<file path="src/rtl/brisc_pkg.sv">
// Shared core types: memory request/response payloads and the memory arbiter's state encoding.
package brisc_pkg;

  localparam int unsigned ADDR_LEN    = 32;
  localparam int unsigned LINE_LEN    = 128;
  localparam int unsigned NUM_MEM_REQ = 2;

  typedef struct packed {
    logic                valid;
    logic                rw;
    logic [ADDR_LEN-1:0] addr;
    logic [LINE_LEN-1:0] data;
  } mem_req_t;

  typedef struct packed {
    logic                ready;
    logic [ADDR_LEN-1:0] addr;
    logic [LINE_LEN-1:0] data;
  } mem_resp_t;

  typedef enum logic {
    IDLE,
    BUSY
  } arb_state_t;

endpackage

</file>
<file path="src/rtl/rr_picker.sv">
// Combinational rotating-priority picker: first valid index at or after start, wrapping.
module rr_picker #(
  parameter int unsigned N = 2
) (
  input  logic [N-1:0]         valid,
  input  logic [$clog2(N)-1:0] start,
  output logic [N-1:0]         onehot,
  output logic [$clog2(N)-1:0] idx,
  output logic                 any
);

  localparam int unsigned IW = $clog2(N);

  int unsigned cand;

  always_comb begin
    onehot = '0;
    idx    = '0;
    any    = 1'b0;
    cand   = 0;
    for (int unsigned k = 0; k < N; k++) begin
      cand = (32'(start) + k) % N;
      if (!any && valid[IW'(cand)]) begin
        any                 = 1'b1;
        idx                 = IW'(cand);
        onehot[IW'(cand)]   = 1'b1;
      end
    end
  end

endmodule

</file>
<file path="src/rtl/mem_arbiter.sv">
// Arbitrates the single main-memory port between the caches; one transaction in flight at a time.
// Define MEM_ARB_ROUND_ROBIN_EN for round-robin priority, otherwise fixed priority (index 0 wins).
module mem_arbiter
  import brisc_pkg::*;
#(
  parameter int unsigned NUM_REQ = NUM_MEM_REQ
) (
  input  logic                       clk,
  input  logic                       reset,
  input  mem_req_t                   req [NUM_REQ],
  output logic [NUM_REQ-1:0]         arbiter_grant,
  output mem_resp_t                  resp,
  output mem_req_t                   mem_req,
  input  mem_resp_t                  mem_resp,
  output logic [$clog2(NUM_REQ)-1:0] owner,
  output logic                       busy
);

  localparam int unsigned IW = $clog2(NUM_REQ);

  arb_state_t           state_q, state_d;
  mem_req_t             lat_req;
  mem_req_t             win_req;
  logic                 lat_en;
  logic [NUM_REQ-1:0]   valid_vec;
  logic [NUM_REQ-1:0]   pick_onehot;
  logic [IW-1:0]        pick_idx;
  logic                 pick_any;
  logic [IW-1:0]        start_ptr;

  always_comb begin
    valid_vec = '0;
    for (int i = 0; i < NUM_REQ; i++) valid_vec[i] = req[i].valid;
  end

`ifdef MEM_ARB_ROUND_ROBIN_EN
  logic [IW-1:0] rr_ptr;

  // Search resumes just after whoever finished last.
  always_ff @(posedge clk) begin
    if (reset) begin
      rr_ptr <= '0;
    end else if (state_q == BUSY && mem_resp.ready) begin
      rr_ptr <= (owner == IW'(NUM_REQ - 1)) ? '0 : owner + IW'(1);
    end
  end

  assign start_ptr = rr_ptr;
`else
  assign start_ptr = '0;
`endif

  rr_picker #(.N(NUM_REQ)) u_picker (
    .valid  (valid_vec),
    .start  (start_ptr),
    .onehot (pick_onehot),
    .idx    (pick_idx),
    .any    (pick_any)
  );

  always_comb begin
    win_req = '0;
    for (int i = 0; i < NUM_REQ; i++) begin
      if (pick_onehot[i]) win_req = mem_req_t'(win_req | req[i]);
    end
  end

  // Next state; the grant strobe follows mem_resp.ready combinationally while BUSY.
  always_comb begin
    state_d       = state_q;
    lat_en        = 1'b0;
    arbiter_grant = '0;
    case (state_q)
      IDLE: begin
        if (pick_any) begin
          lat_en  = 1'b1;
          state_d = BUSY;
        end
      end
      BUSY: begin
        if (mem_resp.ready) begin
          arbiter_grant[owner] = 1'b1;
          state_d              = IDLE;
        end
      end
      default: state_d = IDLE;
    endcase
    if (reset) arbiter_grant = '0;
  end

  always_ff @(posedge clk) begin
    if (reset) begin
      state_q <= IDLE;
      owner   <= '0;
      busy    <= 1'b0;
      lat_req <= '0;
    end else begin
      state_q <= state_d;
      busy    <= (state_d == BUSY);
      if (lat_en) begin
        owner   <= pick_idx;
        lat_req <= win_req;
      end
    end
  end

  // Latched request is presented for the whole BUSY period, independent of the live inputs.
  always_comb begin
    mem_req = '0;
    if (state_q == BUSY) begin
      mem_req       = lat_req;
      mem_req.valid = 1'b1;
    end
  end

  assign resp = mem_resp;

endmodule

</file>
<file path="config.mk">
export PLATFORM = sky130hd
export DESIGN_NAME = mem_arbiter
export DESIGN_NICKNAME = d
export VERILOG_FILES = /design/src/rtl/brisc_pkg.sv /design/src/rtl/rr_picker.sv /design/src/rtl/mem_arbiter.sv
export SDC_FILE = /design/constraint.sdc
export NUM_CORES = 1
export LEC_CHECK = 0
export CORE_AREA = 2 2 319 321
export CTS_BUF_LIST = sky130_fd_sc_hd__clkbuf_8 sky130_fd_sc_hd__clkbuf_16
export DETAILED_ROUTE_END_ITERATION = 8
export DIE_AREA = 0 0 321 323
export PLACE_DENSITY = 0.34
export RECOVER_POWER = 25
export SLEW_MARGIN = 15
export SYNTH_ARGS = -nofsm -noshare
export SYNTH_HDL_FRONTEND = slang
export SYNTH_SLANG_ARGS = --single-unit
</file>
<file path="constraint.sdc">
create_clock -name clk -period 3 [get_ports clk]
set_input_delay 0.6 -clock clk [delete_from_list [all_inputs] [get_ports clk]]
set_output_delay 0.6 -clock clk [all_outputs]
set_load 0.03 [all_outputs]
</file>
# --- After elaboration in Yosys (flattened, before gate mapping) ---
# Index checks and enable logic that the tools add are counted.
classes:
  magnitude_cmp: 2
  n_mux: 17
  bitwise: 2
  reduce_logical: 3
ops:
  columns: ["cell", "n"]
  rows:
  - ["2-to-1 mux 161 bit", 2]
  - ["2-to-1 mux 162 bit", 1]
  - ["bitwise OR 161 bit", 1]
  - ["2-to-1 mux 1 bit", 8]
  - ["2-to-1 mux 2 bit", 4]
  - ["logical AND 1 bit", 2]
  - ["< comparator 1 x 2 -> 1 bit (second input constant)", 1]
  - ["case mux 1 bit (2 select lines)", 1]
  - ["demux 1 bit (select 1 bit)", 1]
  - ["greater-or-equal comparator 1 bit (second input constant)", 1]
  - ["zero test 1 bit", 1]
  - ["inverter 1 bit", 1]
totals:
  reg_bits: 163
  in_bits: 487
  output_inout_bits: 327
  wordCells: 29

# --- Depth between registers and ports, before layout ---
# Gate-level depths: netlist of the first run.
logic_depth:
  word_depth: 7
  depth_mapped: 5
  depth_no_buf: 2

# --- Modules after synthesis ---
# A second synthesis of the first run with hierarchy kept.
hier_totals:
  hier_cells: 1092
  area_unflattened_um2: 9738.1
by_module_without_submodules:
  columns: ["mod", "n_inst", "cells_each", "area_each_um2", "seq_area_each_um2"]
  rows:
  - ["mem_arbiter", 1, 1087, 9705.6, 3263.1]
  - ["rr_picker", 1, 5, 32.5, 0.0]

# --- Least setup slack after synthesis of the first run ---
# No wires, ideal clock.
synth_timing:
  path_type: "reg2out"
  startpoint: "register state_q"
  endpoint: "output arbiter_grant[0]"
  t_arrival_ps: 1816
  path_slack_ps: 584
  path_stages_with_launch: 5
  n_path_buf: 2
  path_cell_list: "dfxtp_1 > buf_4 > clkbuf_1 > nand2_1 > nor3_1"
synth_between:
  elab_chain_cells: 2
synth_lines:
  columns: ["element", "line_no", "text"]
  rows:
  - ["from (decl)", "mem_arbiter.sv:21", "arb_state_t state_q, state_d;"]
  - ["from (signal assigned)", "mem_arbiter.sv:98", "state_q <= state_d;"]
  - ["2-to-1 mux 2 bit", "mem_arbiter.sv:73", "case (state_q)"]
  - ["2-to-1 mux 2 bit", "mem_arbiter.sv:88", "if (reset) arbiter_grant = '0;"]
  - ["to (decl)", "mem_arbiter.sv:11", "output logic [NUM_REQ-1:0] arbiter_grant,"]
# Every way passes these cells.

==> results of run 1 <==
## registers in the layout, indices dropped and copies added (netlist names)
name / count
lat_req: 161
owner: 1
state_q: 1
## metrics by stage
step                      power, mW  area (µm²)  hold slack [ps]  setup slack, ps  util, %
after global routing          7.132       16090            327.5            33.71    15.97
after detailed placement      4.476       15510            461.6            365.5    15.40
after floorplan               3.904       10650            447.2            583.6        -
final                         6.726       16090            376.3            182.2    15.97
after global placement        4.467       15510            455.4            242.8    15.40
after CTS                     6.937       16080            321.0            75.30    15.97
## critical path: stages (launching register included)
cell	delay, ps
dfxtp_4	460
inv_6	60
buf_4	270
nor2_1	190
clkdlybuf4s50_1	700
## power breakdown
| group | leakage (nW) | internal (mW) | total (mW) | switching, mW |
|---|---|---|---|---|
| logic | 3.43 | 0.897 | 1.97 | 1.07 |
| registers | 1.36 | 2.38 | 2.43 | 0.0531 |
| clock network | 0.277 | 1.17 | 2.33 | 1.16 |
## per-layer routing
| metal | share of wire, % | track usage (%) | vias up |
|---|---|---|---|
| li1 | - | - | 4861 |
| met1 | 37 | 10.16 | 4927 |
| met2 | 50 | 17.34 | 473 |
| met3 | 9.9 | 4.683 | 68 |
| met4 | 3.8 | 4.746 | 2 |
| met5 | 0.024 | 0 | - |
## final cells by class
type	count	area [µm²]
diodes	2	5.005
clock buffers	18	439.2
clock inverters	14	130.1
fillers	11320	84630
inverters	163	616.8
multi-input cells	652	4896
flip-flops and latches	163	3267
well taps	1309	1638
repair buffers	518	5096
## synth_stat cells (all sizes together)
| library cell | n | area [µm²] |
|---|---|---|
| a2111oi | 161 | 1613 |
| a211oi | 1 | 7.510 |
| a221oi | 1 | 8.760 |
| buf | 232 | 1613 |
| clkbuf | 72 | 270.3 |
| dfxtp | 163 | 3263 |
| inv | 163 | 611.8 |
| nand2 | 1 | 3.750 |
| nand2b | 1 | 6.260 |
| nor2 | 161 | 604.3 |
| nor3 | 3 | 15.01 |
| nor3b | 161 | 1209 |
| nor4b | 161 | 1410 |
| o21bai | 1 | 18.77 |
## how the worst max path moves through the flow
| stage | start | cells after the start | slack [ps] | to |
|---|---|---|---|---|
| 2_1_floorplan | state_q | 4 | 580 | arbiter_grant[0] |
| 3_3_place_gp | mem_resp[160] | 4 | 240 | arbiter_grant[1] |
| 3_5_place_dp | mem_resp[160] | 4 | 370 | arbiter_grant[0] |
| 4_1_cts | state_q | 4 | 80 | mem_req[36] |
| 5_1_grt | state_q | 4 | 30 | mem_req[36] |
| 6_report | state_q | 4 | 180 | mem_req[36] |
## cells by family (layout without fill, tap and decap cells)
| group | Yosys count | in the layout | synth area share, % |
|---|---|---|---|
| DFF | 163 | 163 | 30.63 |
| buffers and inverters | 467 | 713 | 23.42 |
| other | 0 | 2 | 0 |
| and+or+nand+nor | 488 | 488 | 30.49 |
| AOI/OAI and AO/OA | 164 | 164 | 15.47 |
==> reports/metrics.yaml, run 1 <==
worst_hold_path:
  hold_path_depth: 2
  hold_start: "reset"
  hold-path-endpoint: "lat_req[102]"
  hp-class: "in2reg"
routing:
  postRouteAntennaNets: 0
  vias: 10330
  first_iter_violations: 554
  route.detailed.drc: 0
  wl_per_cell_um: 19.09
  via_per_inst: 3.639
  wl_mm: 54.20
  drt_first_pass_iters: 5
global_route:
  grt_pass1_vias: 10660
  overflow: 0
  grt.total_usage_pct: 9.999
  grt_max_degree: 147
  antenna_found_initial: 4
  grt_pass1_wl_mm: 75.67
sta:
  finalCritPeriodShare_pct: 93.93
  max_slew.worst_pin.slew_ps: 762.9
  rsz0062_at_grt: "false"
  finalMaxSlewViolations: 0
  min_period_ps: 2818
  hold_violations: 0
  setup_viol: 0
  fin_skew_ps: 12.53
  max_freq_ghz: 0.3549
  slew_headroom_pct: 48.42
  fin_tns_setup_ps: 0
yosys:
  synth.avg_cell_area_um2: 8.310
  mappedNetlistArea_um2: 10650
  ys_types: 20
  synth_fp_nets: 1769
  ys_warn_count: 0
  synth-seq-cells: 163
  ys_seq_area_share_pct: 30.63
  syn_inst: 1282
floorplanning:
  ios: 814
  die_h_um: 323
  rows: 117
  die_area_um2: 103700
  core_um2: 100700
  die_w_um: 321
  initial_core_util_pct: 10.58
power_and_ir_drop:
  power_per_cell_area_nw_per_um2: 418.1
  leakagePower_nw: 5.060
  peakVddDrop_v: 0.0003828
finish:
  final_cell_mix: "clkdlybuf4s50_1 (408), inv_1 (162), dfxtp_1 (162)"
  fin_cells: 2839
  fin_nets: 2002
  synthToLayoutAreaGrowth_pct: 51.00
  drive_gt1_share_pct: 9.620
  layout_commonest_cell: "clkdlybuf4s50_1"
placed_design:
  dp_hpwl_mm: 39.56
  post-place-cells: 2805
  place.gp.congestion: 0.7278
  io_buffers: 493
flow_run:
  maxCapViolations: 0
clock_network:
  cts_tree: "yes"
  clk_latency_ps: 510
  cts.repair.resized: 0
  cts_num_sinks: 163
  cts_hold_buf: 0
  clockBufferDepth: 2
  clk_pin_slew_worst_paths_ps: 80
  h-tree-depth: 4
  postCtsSetupRepairBufs: 0
  cts_buffers: 17
  cts-root-buf: "clkbuf_16"
worst_setup_path:
  crit_path_start_kind: "flop"
  worst-path-max-fanout: 45
  cp.required_ps: 2400
  crit_arrival_ps: 2220
  worstRegToRegCells: 4
  critPathCaptureType: "output port"
  r2r-end: "lat_req[147]"
  criticalPathCategory: "reg2out"
  rrSetupSlack_ps: 860
  r2r-start: "state_q"
run_status:
  status: "completed"
Note: power is estimated with default switching activity, not from simulation.
==> inputs of run 2 (changes only) <==
- CAP_MARGIN: unset -> 20
- CORE_AREA: 2 2 319 321 -> 5 5 313 315
- DIE_AREA: 0 0 321 323 -> 0 0 318 320
- PLACE_DENSITY: 0.34 -> 0.36
==> reports/metrics.yaml, run 2 (synthesis gave the netlist of run 1 again) <==
floorplanning:
  initial_core_util_pct: 11.26  # +0.69 points
  die_w_um: 318  # -0.93%
  ios: 814  # unchanged
  rows: 113  # -3.4%
  die_h_um: 320  # -0.93%
  core_um2: 94590  # -6.1%
  die_area_um2: 101800  # -1.9%
worst_setup_path:
  r2r-start: "state_q"
  worstRegToRegCells: 3  # -1
  crit_arrival_ps: 2230  # about the same
  r2r-end: "lat_req[44]"
  worst-path-max-fanout: 79  # +76%
  crit_family: "buffers and inverters"
  cp.required_ps: 2400  # about the same
  crit_slowest_cell: "dfxtp_4"
  crit_chain: "inv_6 > buf_12 > nor2_1 > buf_12"
  cp.buffers_inverters: 3  # unchanged
  rrSetupSlack_ps: 980  # +120 ps
  crit_path_start_kind: "flop"
  slowest_delay_ps: 510  # -190 ps
  critPathMostFrequentCell: "buf_12"
  criticalPathCategory: "reg2out"
  critPathLaunch: "state_q"
  critPathCaptureType: "output port"
clock_network:
  cts_num_sinks: 163  # unchanged
  h-tree-depth: 4  # unchanged
  postCtsSetupRepairBufs: 0  # unchanged
  clk_latency_ps: 500  # about the same
  cts_buffers: 17  # unchanged
  cts.repair.resized: 0  # unchanged
  clockBufferDepth: 2  # unchanged
  clk_pin_slew_worst_paths_ps: 80  # about the same
  cts_tree: "yes"
  cts-root-buf: "clkbuf_16"
  cts_hold_buf: 0  # unchanged
global_route:
  grtUsageMet2_pct: 17.08  # -0.25 points
  antenna_found_initial: 9  # +5
  use_met3_pct: 4.357  # -0.33 points
  grt_use_met1_pct: 10.93  # +0.77 points
  busiest_layer: "met2"
  grt_pass1_wl_mm: 77.09  # +1.9%
  grt_pass1_vias: 11040  # +3.5%
  grt_max_degree: 185  # +26%
  overflow: 0  # unchanged
  grt.total_usage_pct: 10.04  # +0.041 points
finish:
  synthToLayoutAreaGrowth_pct: 50.12
  final_core_util_pct: 16.91  # +0.94 points
  final_cell_mix: "clkdlybuf4s50_1 (374), inv_1 (162), dfxtp_1 (162)"
  top_regs: "lat_req (161), owner (1), state_q (1)"
  top_register: "lat_req"
  drive_gt1_share_pct: 11.26  # +1.6 points
  fin_nets: 1992  # -0.50%
  layout_commonest_cell: "clkdlybuf4s50_1"
  largest_reg_flops: 161  # unchanged
sta:
  fin_skew_ps: 17.19  # +4.655 ps
  finalCritPeriodShare_pct: 94.28  # +0.35 points
  hold_violations: 0  # unchanged
  finalMaxSlewViolations: 0  # unchanged
  setup_viol: 0  # unchanged
  fin_tns_setup_ps: 0  # unchanged
  min_period_ps: 2828  # +10.61 ps
  max_slew.worst_pin.slew_ps: 1053  # +290.2 ps
  max_freq_ghz: 0.3536  # -0.38%
  slew_headroom_pct: 29.79  # -19 points
  rsz0062_at_grt: "false"
run_status:
  status: "completed"
worst_hold_path:
  hold_start: "reset"
  hold_path_depth: 2  # unchanged
  hp-class: "in2reg"
  hold-path-endpoint: "lat_req[132]"
placed_design:
  dp_hpwl_mm: 38.35  # -3.1%
  place.gp.congestion: 0.7233  # -0.62%
  io_buffers: 493  # unchanged
routing:
  first_iter_violations: 408  # -26%
  wl_per_cell_um: 19.22  # +0.69%
  drt_first_pass_iters: 4  # -1
  wl_mm: 53.57  # -1.2%
  via_per_inst: 3.739  # +2.7%
  route.detailed.drc: 0  # unchanged
  postRouteAntennaNets: 0  # unchanged
  vias: 10420  # +0.86%
flow_run:
  maxCapViolations: 0  # unchanged
power_and_ir_drop:
  peakVddDrop_v: 0.0004312  # +13%
  power_per_cell_area_nw_per_um2: 422.3  # +1.0%
  leakagePower_nw: 5.104  # +0.86%
-- run 2: cell types whose count changed in the layout (fill, tap and decap cells not counted), sizes merged --
cell	delta
buf	+24
clkbuf	+1
clkdlybuf4s50	-34
clkinv	-4
clkinvlp	+1
diode	+2
inv	+2
-- run 2: stage by stage --
| stage | instance area, µm² | cells | total power [mW] | setup WS [ps] | hold slack, ps |
|---|---|---|---|---|---|
| finish | 15990 | 2787 | 6.755 | 171.6 | 452.4 |
| global route | 15990 | 2785 | 7.162 | 46.74 | 422.1 |
| CTS | 15980 | 2783 | 6.999 | 91.54 | 383.5 |
| detailed placement | 15410 | 2751 | 4.483 | 338.5 | 460.7 |
| global placement | 15410 | 2751 | 4.466 | 253.1 | 454.3 |
| floorplan | 10650 | 1282 | 3.904 | 583.6 | 447.2 |
-- run 2: metal layers --
metal / share of wire (%) / vias up
li1: - / 4845
met1: 39 / 4999
met2: 49 / 478
met3: 8.5 / 88
met4: 3.1 / 10
met5: 0.17 / -
-- run 2: layout make-up --
cell class	instances	area [µm²]
diodes	4	10.01
clock buffers	19	452.9
clock inverters	13	120.1
fillers	10620	78590
inverters	163	616.8
multi-input cells	652	4896
flip-flops and latches	163	3267
well taps	1265	1583
repair buffers	508	5049
-- run 2: worst max-delay path by stage --
stage                             endpoint  slack [ps]  depth (start not counted)
final                          mem_req[95]         170                          4
after global placement    arbiter_grant[0]         250                          4
after floorplan           arbiter_grant[0]         580                          4
after detailed placement  arbiter_grant[0]         340                          4
after global routing           mem_req[95]          50                          4
after CTS                      mem_req[95]          90                          4
-- run 2: power by group --
group / internal, mW / leakage (nW) / switching (mW)
sequential: 2.38 / 1.36 / 0.0551
clock: 1.20 / 0.277 / 1.16
combinational: 0.895 / 3.47 / 1.08
total: 4.47 / 5.10 / 2.29
==> inputs of run 3 (changes only) <==
- HOLD_SLACK_MARGIN: unset -> 0.03
==> results of run 3 <==
Final layout, timing and power as in run 2 (identical DEF).
==> RTL edit (flow settings as in run 2) <==
The option `MEM_ARB_ROUND_ROBIN_EN` is turned on by a define.
--- a/src/rtl/mem_arbiter.sv
+++ b/src/rtl/mem_arbiter.sv
@@ -1,4 +1,6 @@
 // Arbitrates the single main-memory port between the caches; one transaction in flight at a time.
 // Define MEM_ARB_ROUND_ROBIN_EN for round-robin priority, otherwise fixed priority (index 0 wins).
+`define MEM_ARB_ROUND_ROBIN_EN
+
 module mem_arbiter
   import brisc_pkg::*;
Function: not settled (the Yosys comparison gave no result); the edit may change what the design does.
==> RTL edit against run 2 <==
  * Core utilization shrank 1.3 points
  * Global-route usage decreased by 0.99 points
  * Sequential cell count rose by 1
  * Synthesized area decreased by 17%
  * Worst setup slack better by 45 ps
  * Clock power grew 8.5%
  * Total power fell by 3.0%
  * Sequential share of layout area is 1.9 points higher
  * Design area decreased by 7.8%
  * Final cell count shrank 11%
  * Die area unchanged
  * Wire length shrank 9.7%
  * Highest routed layer unchanged
==> RTL edit: results (changes against run 2) <==
* Synth Area in Adders at 0% (unchanged)
* Worst Path Max Fanout at 4 (was 79)
* Final GP Congestion at 0.767 (was 0.723)
* DR WL met2 at 24800 um (was 26300 um)
* Post-detail-place hpwl at 35800 um (was 38400 um)
* Max Buffers Root-to-Sink at 2 (unchanged)
* Crit-path slowest cell: clkdlybuf4s50_1 (was dfxtp_4)
* Post-Synth XOR/XNOR Area at 0% (unchanged)
* Clock Root Buffer: clkbuf_16 (unchanged)
* Seq. cell area at 3290 um^2 (was 3270 um^2)
* Worst-margin pin slew at 638 ps (was 1050 ps)
* Yosys cell types at 21 (was 20)
* Vias per cell at 3.34 (was 3.74)
* Seq/Total Area, Yosys at 37.0% (was 30.6%)
* Area of placed instances at 14000 um^2 (was 15400 um^2)
* RR Endpoint: lat_req[128] (was lat_req[44])
* WL/cell at 19.5 um (was 19.2 um)
* Syn Area/Cell at 9.71 um^2 (was 8.31 um^2)
* Clock tree skew after final layout at 11.9 ps (was 17.2 ps)
* Hold Crit Endpoint: owner (was lat_req[132])
* # nets final at 1685 (was 1992)
* Leak Pwr at 4.94 nW (was 5.10 nW)
* Reg2Reg Setup Slack at 1000 ps (was 980 ps)
* Max reg flops at 161 (unchanged)
* Vias in the first global route at 8854 (was 11038)
* Largest net degree at the start of global routing at 84 (was 185)
* Post-synth top cells: dfxtp_1 (164), buf_4 (163), nor3b_1 (162) (was buf_4 (166), dfxtp_1 (163), inv_1 (162))
* Syn nets at 1402 (was 1769)
* Hold path cells at 2 (unchanged)
* Top sig layer: met5 (unchanged)
* Critical path's largest stage delay at 720 ps (was 510 ps)
* Post-CTS sizing at 0 (unchanged)
* Synth Area in Compound Gates at 18.7% (was 15.5%)
* Placed Instances at 2439 (was 2751)
* Initial DRC Count at 334 (was 408)
* Met1 wire length at 17100 um (was 21000 um)
* Layout cells sized above 1 at 5.62% (was 11.3%)
* IO buf count at 493 (unchanged)
* DRC at 0 (unchanged)
* Hold Crit Start: reset (unchanged)
* Initial antenna violation count at 7 (was 9)
* Synth area leaders: dfxtp_1 (37%), a221o_1 (18%), buf_4 (14%) (was dfxtp_1 (31%), a2111oi_1 (14%), nor4b_1 (13%))
* Met3 wire length at 4840 um (was 4580 um)
* DR pass1 iterations at 4 (unchanged)
* First-pass GRT wire length at 66700 um (was 77100 um)
* Post-synthesis mux area share at 0% (unchanged)
* WHS at 373 ps (was 452 ps)
* R2r worst-path depth at 7 (was 3)
* Outcome: completed (unchanged)
* Internal at 4.61 mW (was 4.47 mW)
* Total track usage at 9.05% (was 10.0%)
* Post-Layout Cell Count at 2479 (was 2787)
* Worst EP arrival at 2180 ps (was 2230 ps)
* Worst VDD drop at 0.397 mV (was 0.431 mV)
* Fillers at 10533 (was 10616)
RTL edit: power by group through the flow:
stage / registers [mW] / clock network, mW / logic [mW]
global route: 2.49 / 2.79 / 1.64
global placement: 2.54 / 0 / 1.52
floorplan: 2.47 / 0 / 1.11
CTS: 2.48 / 2.74 / 1.56
detailed placement: 2.54 / 0 / 1.52
finish: 2.47 / 2.55 / 1.54
RTL edit: kinds of logic after synthesis:
logic type | count (synthesis)
AOI/OAI and AO/OA | 166
buffers and inverters | 253
DFF | 164
and+or+nand+nor | 332
RTL edit: metrics by stage:
step,util (%),setup slack [ps]
4_1_cts,15.6,1.18
5_1_grt,15.6,146
6_report,15.6,217
3_3_place_gp,14.8,76.6
2_1_floorplan,-,488
3_5_place_dp,14.8,115
RTL edit: repair_timing:
action / 4_1_cts / 5_1_grt
hold endpoints to repair: 0 / 0
endpoints found under the setup margin: 115 / 11
buffers inserted: 2 / 3
RTL edit: worst max path at each step:
stage / startpoint / to / slack [ps] / depth (start not counted)
6_report: mem_resp[160] / arbiter_grant[1] / 220 / 5
5_1_grt: mem_resp[160] / arbiter_grant[1] / 150 / 5
4_1_cts: state_q / mem_req[22] / 1 / 3
3_5_place_dp: mem_resp[160] / arbiter_grant[1] / 120 / 5
3_3_place_gp: mem_resp[160] / arbiter_grant[1] / 80 / 5
2_1_floorplan: reset / arbiter_grant[1] / 490 / 4
RTL edit: area by class of cell:
cell class	instances	share of cell area (%)
Antenna cell	3	0.0509
Sequential cell	164	22.3
Clock buffer	20	3.17
Clock inverter	12	1.14
Timing Repair Buffer	516	35.8
Multi-Input combinational cell	498	26.8
Tap cell	1265	10.7
Inverter	1	0.0255
RTL edit: routing by layer:
layer	global-route usage [%]	vias up
li1	-	3752
met1	8.83	3958
met2	16.4	480
met3	4.43	79
met4	3.73	2
met5	0	-
